$ cat config.mk
export PLATFORM = sky130hd
export DESIGN_NAME = inst_mem_loader_flat
export DESIGN_NICKNAME = d
export VERILOG_FILES = /design/src/rtl/inst_mem_loader_pkg.sv /design/src/rtl/inst_mem_loader_if.sv /design/src/rtl/be_word_packer.sv /design/src/rtl/inst_mem_loader.sv /design/src/flat_wrapper.sv
export SDC_FILE = /design/constraint.sdc
export NUM_CORES = 1
export LEC_CHECK = 0
export ABC_AREA = 1
export CORE_AREA = 10 10 129 131
export CTS_BUF_LIST = sky130_fd_sc_hd__clkbuf_16
export DETAILED_ROUTE_END_ITERATION = 8
export DIE_AREA = 0 0 139 141
export HOLD_SLACK_MARGIN = 0.12
export SYNTH_ARGS = -nofsm -noshare
export SYNTH_HDL_FRONTEND = slang
export SYNTH_SLANG_ARGS = --single-unit
$ cat constraint.sdc
create_clock -name clock -period 2.75 [get_ports clock]
set_clock_uncertainty 0.15 [all_clocks]
set_input_delay 0.275 -clock clock [delete_from_list [all_inputs] [get_ports clock]]
set_output_delay 0.275 -clock clock [all_outputs]
set_load 0.01 [all_outputs]
$ cat src/rtl/inst_mem_loader_pkg.sv
// Shared types and constants for the instruction-memory loader.
// The state enum is used by the top FSM; WORD_BYTES sizes the word packing and address stride.
package inst_mem_loader_pkg;

    localparam int unsigned WORD_BYTES = 4;

    typedef enum logic [2:0] {
        StIdle,
        StRecv,
        StWrite,
        StDone,
        StErr
    } state_e;

endpackage

$ cat src/rtl/inst_mem_loader_if.sv
// Byte-stream input and word-write output of the instruction-memory loader.
// The master side feeds bytes and observes writes; the slave side is the loader.
interface inst_mem_loader_if #(
    parameter int unsigned ADDR_W = 32
);
    logic              in_valid;
    logic [7:0]        in_data;
    logic              in_last;
    logic              in_ready;
    logic              wr_en;
    logic [ADDR_W-1:0] wr_addr;
    logic [31:0]       wr_data;

    modport master (
        output in_valid, in_data, in_last,
        input  in_ready, wr_en, wr_addr, wr_data
    );

    modport slave (
        input  in_valid, in_data, in_last,
        output in_ready, wr_en, wr_addr, wr_data
    );
endinterface

$ cat src/rtl/be_word_packer.sv
// Big-endian byte packer: keeps the three previously accepted bytes and a modulo-4 index.
// word_next is the word formed with the current byte; word_full flags the 4th byte's handshake.
module be_word_packer (
    input  logic        clock,
    input  logic        reset,
    input  logic        clear,
    input  logic        shift_en,
    input  logic [7:0]  in_data,
    output logic [31:0] word_next,
    output logic        word_full
);
    logic [23:0] word_q;
    logic [1:0]  idx_q;

    assign word_next = {word_q, in_data};
    assign word_full = shift_en && (idx_q == 2'd3);

    always_ff @(posedge clock) begin
        if (reset || clear) begin
            word_q <= '0;
            idx_q  <= '0;
        end else if (shift_en) begin
            word_q <= word_next[23:0];
            idx_q  <= idx_q + 2'd1;
        end
    end

endmodule

$ cat src/rtl/inst_mem_loader.sv
// Loads a byte-serial program image into instruction memory as big-endian 32-bit words,
// holding the CPU in reset until a complete image has been written.
module inst_mem_loader
    import inst_mem_loader_pkg::*;
#(
    parameter int unsigned MEM_BYTES = 64,
    parameter int unsigned ADDR_W    = 32
) (
    input  logic               clock,
    input  logic               reset,
    input  logic               start,
    inst_mem_loader_if.slave   bus,
    output logic               busy,
    output logic               done,
    output logic               error,
    output logic               cpu_hold
);
    localparam int unsigned AW1 = ADDR_W + 1;

    state_e            state_q, state_d;
    logic [ADDR_W-1:0] word_addr_q, word_addr_d;
    logic              last_q, last_d;
    logic              in_ready_q;
    logic              wr_en_q, wr_en_d;
    logic [ADDR_W-1:0] wr_addr_q, wr_addr_d;
    logic [31:0]       wr_data_q, wr_data_d;
    logic              busy_q, done_q, error_q, cpu_hold_q;

    logic              handshake;
    logic              clear;
    logic              word_full;
    logic [31:0]       word_next;
    logic [ADDR_W:0]   end_addr;
    logic              fits;

    assign handshake = bus.in_valid && in_ready_q;

    // One extra bit so the range check cannot wrap near the top of the address space.
    assign end_addr = {1'b0, word_addr_q} + AW1'(WORD_BYTES);
    assign fits     = end_addr <= AW1'(MEM_BYTES);

    be_word_packer u_packer (
        .clock     (clock),
        .reset     (reset),
        .clear     (clear),
        .shift_en  (handshake),
        .in_data   (bus.in_data),
        .word_next (word_next),
        .word_full (word_full)
    );

    always_comb begin
        state_d     = state_q;
        word_addr_d = word_addr_q;
        last_d      = last_q;
        wr_en_d     = 1'b0;
        wr_addr_d   = wr_addr_q;
        wr_data_d   = wr_data_q;
        clear       = 1'b0;

        unique case (state_q)
            StIdle, StDone, StErr: begin
                if (start) begin
                    state_d     = StRecv;
                    word_addr_d = '0;
                    last_d      = 1'b0;
                    clear       = 1'b1;
                end
            end
            StRecv: begin
                if (handshake) begin
                    if (word_full) begin
                        state_d   = StWrite;
                        last_d    = bus.in_last;
                        wr_addr_d = word_addr_q;
                        wr_data_d = word_next;
                        // Strobe is registered, so the range check is made on entry to WRITE.
                        wr_en_d   = fits;
                    end else if (bus.in_last) begin
                        state_d = StErr;
                    end
                end
            end
            StWrite: begin
                if (!fits) begin
                    state_d = StErr;
                end else begin
                    word_addr_d = word_addr_q + ADDR_W'(WORD_BYTES);
                    state_d     = last_q ? StDone : StRecv;
                end
            end
            default: state_d = StIdle;
        endcase
    end

    always_ff @(posedge clock) begin
        if (reset) begin
            state_q     <= StIdle;
            word_addr_q <= '0;
            last_q      <= 1'b0;
            in_ready_q  <= 1'b0;
            wr_en_q     <= 1'b0;
            wr_addr_q   <= '0;
            wr_data_q   <= '0;
            busy_q      <= 1'b0;
            done_q      <= 1'b0;
            error_q     <= 1'b0;
            cpu_hold_q  <= 1'b1;
        end else begin
            state_q     <= state_d;
            word_addr_q <= word_addr_d;
            last_q      <= last_d;
            in_ready_q  <= (state_d == StRecv);
            wr_en_q     <= wr_en_d;
            wr_addr_q   <= wr_addr_d;
            wr_data_q   <= wr_data_d;
            busy_q      <= (state_d == StRecv) || (state_d == StWrite);
            done_q      <= (state_d == StDone);
            error_q     <= (state_d == StErr);
            cpu_hold_q  <= (state_d != StDone);
        end
    end

    assign bus.in_ready = in_ready_q;
    assign bus.wr_en    = wr_en_q;
    assign bus.wr_addr  = wr_addr_q;
    assign bus.wr_data  = wr_data_q;
    assign busy         = busy_q;
    assign done         = done_q;
    assign error        = error_q;
    assign cpu_hold     = cpu_hold_q;

endmodule
$ cat src/flat_wrapper.sv
// flat-port wrapper written by rule: the top's interface ports become plain ports
module inst_mem_loader_flat import inst_mem_loader_pkg::*;
#(
    parameter int unsigned MEM_BYTES = 64,
    parameter int unsigned ADDR_W    = 32
)
  (clock, reset, start, busy, done, error, cpu_hold, bus_in_valid, bus_in_data, bus_in_last, bus_in_ready, bus_wr_en, bus_wr_addr, bus_wr_data);
  inst_mem_loader_if #(.ADDR_W(ADDR_W)) bus_i ();
  input  logic clock;
  input  logic reset;
  input  logic start;
  output logic busy;
  output logic done;
  output logic error;
  output logic cpu_hold;
  input wire logic [$bits(bus_i.in_valid)-1:0] bus_in_valid;
  input wire logic [$bits(bus_i.in_data)-1:0] bus_in_data;
  input wire logic [$bits(bus_i.in_last)-1:0] bus_in_last;
  output wire logic [$bits(bus_i.in_ready)-1:0] bus_in_ready;
  output wire logic [$bits(bus_i.wr_en)-1:0] bus_wr_en;
  output wire logic [$bits(bus_i.wr_addr)-1:0] bus_wr_addr;
  output wire logic [$bits(bus_i.wr_data)-1:0] bus_wr_data;
  assign bus_i.in_valid = bus_in_valid;
  assign bus_i.in_data = bus_in_data;
  assign bus_i.in_last = bus_in_last;
  assign bus_in_ready = bus_i.in_ready;
  assign bus_wr_en = bus_i.wr_en;
  assign bus_wr_addr = bus_i.wr_addr;
  assign bus_wr_data = bus_i.wr_data;
  inst_mem_loader #(.MEM_BYTES(MEM_BYTES), .ADDR_W(ADDR_W)) u_core (.clock(clock), .reset(reset), .start(start), .bus(bus_i), .busy(busy), .done(done), .error(error), .cpu_hold(cpu_hold));
endmodule
Word-level counts from Yosys, hierarchy flattened
Index checks and enable logic that the tools add are counted.

storage, ports and cells
  flip-flop bits (word level) = 132
  input bits = 13
  output and inout bits = 70
  logic and storage cells = 62

operators by class
  add/subtract/negate cells = 3
  $lt $le $gt $ge = 1
  equal/unequal tests = 14
  mux-type cells = 16
  bitwise logic cells = 3
  reductions and logical operators = 12

operator list
  kind                                                                                count
  32-bit two-way mux                                                                  2
  32-bit case mux with 2 select lines                                                 1
  32-bit by 3-bit adder with 33-bit output (second input constant)                    1
  33-bit by 7-bit less-or-equal comparator with 1-bit output (second input constant)  1
  32-bit by 3-bit adder with 32-bit output (second input constant)                    1
  3-bit two-way mux                                                                   5
  3-bit by 2-bit == test with 1-bit output (second input constant)                    4
  3-bit case mux with 3 select lines                                                  1
  3-bit by 1-bit == test with 1-bit output (second input constant)                    2
  3-bit == test (second input constant)                                               2
  2-bit != test (second input constant)                                               3
  3-bit AND reduction                                                                 2
  1-bit two-way mux                                                                   5
  4-bit AND reduction                                                                 1
  2-bit nonzero test                                                                  2
  4-bit OR reduction                                                                  1
  3-bit zero test                                                                     1
  3-bit by 2-bit != test with 1-bit output (second input constant)                    1
  1-bit NOT                                                                           3
  3-bit OR reduction                                                                  1
  2-bit by 1-bit adder with 2-bit output (second input constant)                      1
  2-bit == test (second input constant)                                               1
  1-bit logical AND                                                                   2
  1-bit logical OR                                                                    2
  other kinds (3)                                                                     3

Logic depth before layout (Yosys ltp)
  word-level depth = 7
  depth in mapped cells = 18
  gate-level depth less buffers = 18

By module
A second synthesis with hierarchy kept.

unflattened totals
  cells, all modules = 851
  area, all modules = 5896.9 sq um

modules (own cells, without submodules)
  module           times used  cells each  area an instance (sq um)  sequential area each (sq um)
  inst_mem_loader  1           676         4734.5                    2042.0
  be_word_packer   1           175         1162.4                    520.5

Worst setup path before layout
OpenSTA, ideal clock, no wires.

  kind = reg2reg
  start point = register u_core.word_addr_q[2]
  end point = register u_core.word_addr_q[18]
  library setup time = 138 ps
  data arrival time = 2055 ps
  required time = 2462 ps
  path slack = 407 ps
  stages on the path, launching flop included = 18
  buffers on the path = 1
  period minus slack after synthesis = 2343 ps
  cells stage by stage = dfxtp_1 ha_1 nand2_2 nor2_4 nand2_4 nor2_8 nand2_1 nand2_1 nand2_1 nor2_1 nand3_1 nor2_2 nand3_2 nand2_4 nand2_4 inv_6 buf_12 nor3_2

between the ends
  word-level cells in the longest chain between the ends = 4
  elaborated cells on any way between the ends = 7
  those cells by class = add/sub (2); order compare (1); eq/ne (1); mux (2); reduce/logical (1)

ends and longest elaborated chain
  item                                                        RTL line                RTL
  start, declared                                             inst_mem_loader.sv:21   logic [ADDR_W-1:0] word_addr_q, word_addr_d;
  start signal, assigned                                      inst_mem_loader.sv:111  word_addr_q <= word_addr_d;
  32-bit by 3-bit adder with 33-bit output                    inst_mem_loader.sv:39   assign end_addr = {1'b0, word_addr_q} + AW1'(WORD_BYTES);
  33-bit by 7-bit less-or-equal comparator with 1-bit output  inst_mem_loader.sv:40   assign fits = end_addr <= AW1'(MEM_BYTES);
  2-bit by 1-bit != test with 1-bit output (no line)          --
  3-bit AND reduction (no line)                               --

Several ways; a longest one is shown, not always the timed one. The select of a mux whose other input is x is not followed.
A chain may end at the register's enable or synchronous reset.

Worst setup path after layout
  start point = register u_core.word_addr_q[14]
  end point = register u_core.word_addr_q[5]

between the ends
  word-level cells in the longest chain between the ends = 4

ends and longest elaborated chain
  item                                                        RTL line
  32-bit by 3-bit adder with 33-bit output                    inst_mem_loader.sv:39
  33-bit by 7-bit less-or-equal comparator with 1-bit output  inst_mem_loader.sv:40
  2-bit by 1-bit != test with 1-bit output (no line)          --
  3-bit AND reduction (no line)                               --

Every way passes these cells.

==> run summary <==
Status - finished, final reports clean
Routed Antenna Nets - 0
First-pass GRT wire length - 25100 um
Setup crit start kind - flip-flop
CTS clk-pin slew, worst paths - 0.06 ns
Critical path origin - u_core.word_addr_q[14]
Reg-to-reg endpoint - u_core.word_addr_q[5]
Syn Area/Cell - 7.22 um^2
Met3 Usage GRT - 0.0645
Die height - 141 um
Final setup fails - 0
Synth Register Bits - 128
Total track usage - 0.156
R2R Path Start - u_core.word_addr_q[14]
IO Count - 83
CTS Hold Bufs - 0
Clk sinks - 128
Clock root buffer master - clkbuf_16
Antenna Cells - 0
Fin nets - 864
Setup crit end kind - flip-flop
Req. time, crit path - 2.96 ns
Synth warnings - 0
Final wirelength - 15300 um
Post-synthesis cell area - 5510 um^2
R2R setup slack - 0.21 ns
R2R cell count - 17
Seq/Total Area, Yosys - 0.465
Setup TNS - 0 ns
GRT overflow - 0
Max-cap violation count - 0
Setup slack after layout - 0.212 ns
Peak supply drop - 0.379 mV
Final Max Tran Viols - 0
Pwr Density - 595 nW/um^2
Starting Density - 0.388
Vias per inst - 4.82
Final Core Density - 0.504
Core Box Area - 14200 um^2
Met1 GRT Util - 0.171
Post-CTS Setup Inserts - 0
Critical setup path kind - reg2reg
Endpoints failing hold - 0
H-tree levels - 4
CTS Buf Count - 17
DIE WIDTH - 139 um
Area Overhead vs Synth - 30.0%
Post-placement worst setup slack - 0.0608 ns
Tcrit/Tclk final - 0.923
Worst skew pair latency - 0.42 ns
WP data arrival - 2.74 ns
DR DRC count - 0
Die ar. - 19600 um^2
Clk buf depth - 2
Initial antenna violation count - 0
Drt first pass iters - 4
GP Congestion - 0.884
HP Class - in2reg
Row count - 44
GRT busiest layer - met2
Final HPWL DP - 11300 um
Crit path max fanout - 6
Layout cell share with drive strength beyond 1 - 0.116
Slew HR - 0.515
Wire per inst - 14.7 um
Worst Setup EP - u_core.word_addr_q[5]
Power Total - 0.00426 W
Vias in the first global route - 4987
Post-synth cell types - 33
Vias after detailed routing - 5036
Cell count after synthesis - 763
Largest net degree at the start of global routing - 42
Minimum clock period - 2.54 ns
Worst-Margin Slew - 0.726 ns
Leak pwr - 2.67 nW
Initial DRC Count - 239
CTS tree - yes
Port Buffer Count - 80
F_max - 394 MHz
Met2 usage - 0.262
[cell usage in the layout (no fill, tap or decap), types with 7 or more instances in the layout]
cell / count
o21ai_0: 67
dfxtp_1: 126
nor3_2: 20
xor2_1: 7
inv_1: 50
a21oi_1: 52
nand2_1: 180
nor2_1: 146
clkbuf_16: 17
nand3_1: 32
buf_4: 15
clkdlybuf4s50_1: 80
nor2_2: 9
[routing by layer]
layer  vias to the layer above  share of wire
li1                       2606              -
met1                      2307           0.42
met2                       104           0.49
met3                        19          0.072
met4                         0          0.019
met5                         -              0
[how the worst min path moves through the flow]
stage	slack [ns]	cells past startpoint	startpoint	endpoint
2_1_floorplan	0.27	2	bus_in_data[0]	u_core.u_packer.word_q[0]
3_3_place_gp	0.30	2	u_core.u_packer.word_q[19]	u_core.u_packer.word_q[19]
3_5_place_dp	0.30	2	u_core.u_packer.word_q[18]	u_core.u_packer.word_q[18]
4_1_cts	0.28	3	bus_in_data[6]	u_core.u_packer.word_q[6]
5_1_grt	0.29	3	bus_in_data[6]	u_core.u_packer.word_q[6]
6_report	0.29	3	bus_in_data[6]	u_core.u_packer.word_q[6]
[synthesized netlist by cell type]
library cell  count  area share
nand2_1         181        0.12
nor2_1          150        0.10
dfxtp_1         128        0.47
o21ai_0          67       0.061
a21oi_1          52       0.047
inv_1            51       0.035
nand3_1          32       0.029
clkbuf_1         25       0.017
nor3_2           20       0.036
xor2_1            7       0.011
nor2_2            6      0.0068
buf_1             4      0.0027
nand2_2           4      0.0045
nand4_1           4      0.0045
nor2_4            4      0.0082
nor3_1            4      0.0036
ha_1              3      0.0068
nand2_4           3      0.0061
a31oi_1           2      0.0023
buf_12            2      0.0073
buf_4             2      0.0027
and2_1            1      0.0011
clkinv_1          1     0.00068
conb_1            1     0.00068
inv_6             1      0.0016
nand3_2           1      0.0018
nand3b_1          1      0.0014
nor2_8            1      0.0036
nor4_1            1      0.0011
o211ai_1          1      0.0014
o21ai_1           1     0.00091
o21bai_1          1      0.0014
xnor2_1           1      0.0016
[per-stage QoR]
step	instance area [um^2]	hold slack, ns	instances
floorplan	5510	0.274	764
global placement	6550	0.302	1013
detailed placement	6550	0.302	1013
CTS	7120	0.282	1045
global route	7160	0.291	1045
finish	7160	0.295	1045
[sequential cells by signal, summed over array words and instances (netlist names), 2 cells and up]
signal	cells
u_core.state_q	3
u_core.bus.wr_data	32
u_core.u_packer.idx_q	2
u_core.u_packer.word_q	24
u_core.bus.wr_addr	30
u_core.word_addr_q	30
[worst max-delay path: stages (launching register included)]
cell and delay (ns):
dfxtp_1 0.45, nand2_1 0.15, nor2_1 0.21, nand2_1 0.16, inv_1 0.14, nand2_2 0.07
nand2_1 0.06, nand2_1 0.06, nor2_2 0.16, nand3_1 0.10, nor2_2 0.11, nand3_2 0.11
nand2_4 0.09, nand2_4 0.07, buf_4 0.18, nand2_1 0.05, nand2_1 0.04, nor2_1 0.10
[power by group]
part | internal (W) | total (W) | leakage (nW) | switching, W
Sequential | 0.00187 | 0.00190 | 1.03 | 0.0000222
Clock | 0.00125 | 0.00213 | 0.264 | 0.000874
Combinational | 0.0000789 | 0.000235 | 1.37 | 0.000156
Total | 0.00320 | 0.00426 | 2.67 | 0.00105
[cell families (layout without fill, tap and decap cells)]
logic type	Yosys count	after routing	synth area share
xor gates and xnor gates	8	8	0.0127
buffers and inverters	86	183	0.0668
and+or+nand+nor	413	413	0.334
other	1	2	0.000681
AOI/OAI and AO/OA	124	124	0.114
DFF	128	128	0.465
adders and majority gates	3	3	0.00681
[cell type report]
type	count	area (um^2)
clock buffer	17	425
clock inverter	15	138
fill	1433	7040
inverter	53	206
multi-input combinational	550	2620
sequential	128	2570
tap	184	230
timing repair buffer	98	973
[timing repair]
action / 4_1_cts / 5_1_grt
endpoints found under the hold margin: 0 / 0
gates resized for setup: 0 / 14
setup endpoints to repair: 0 / 34
Note: power is estimated with default switching activity, not from simulation.
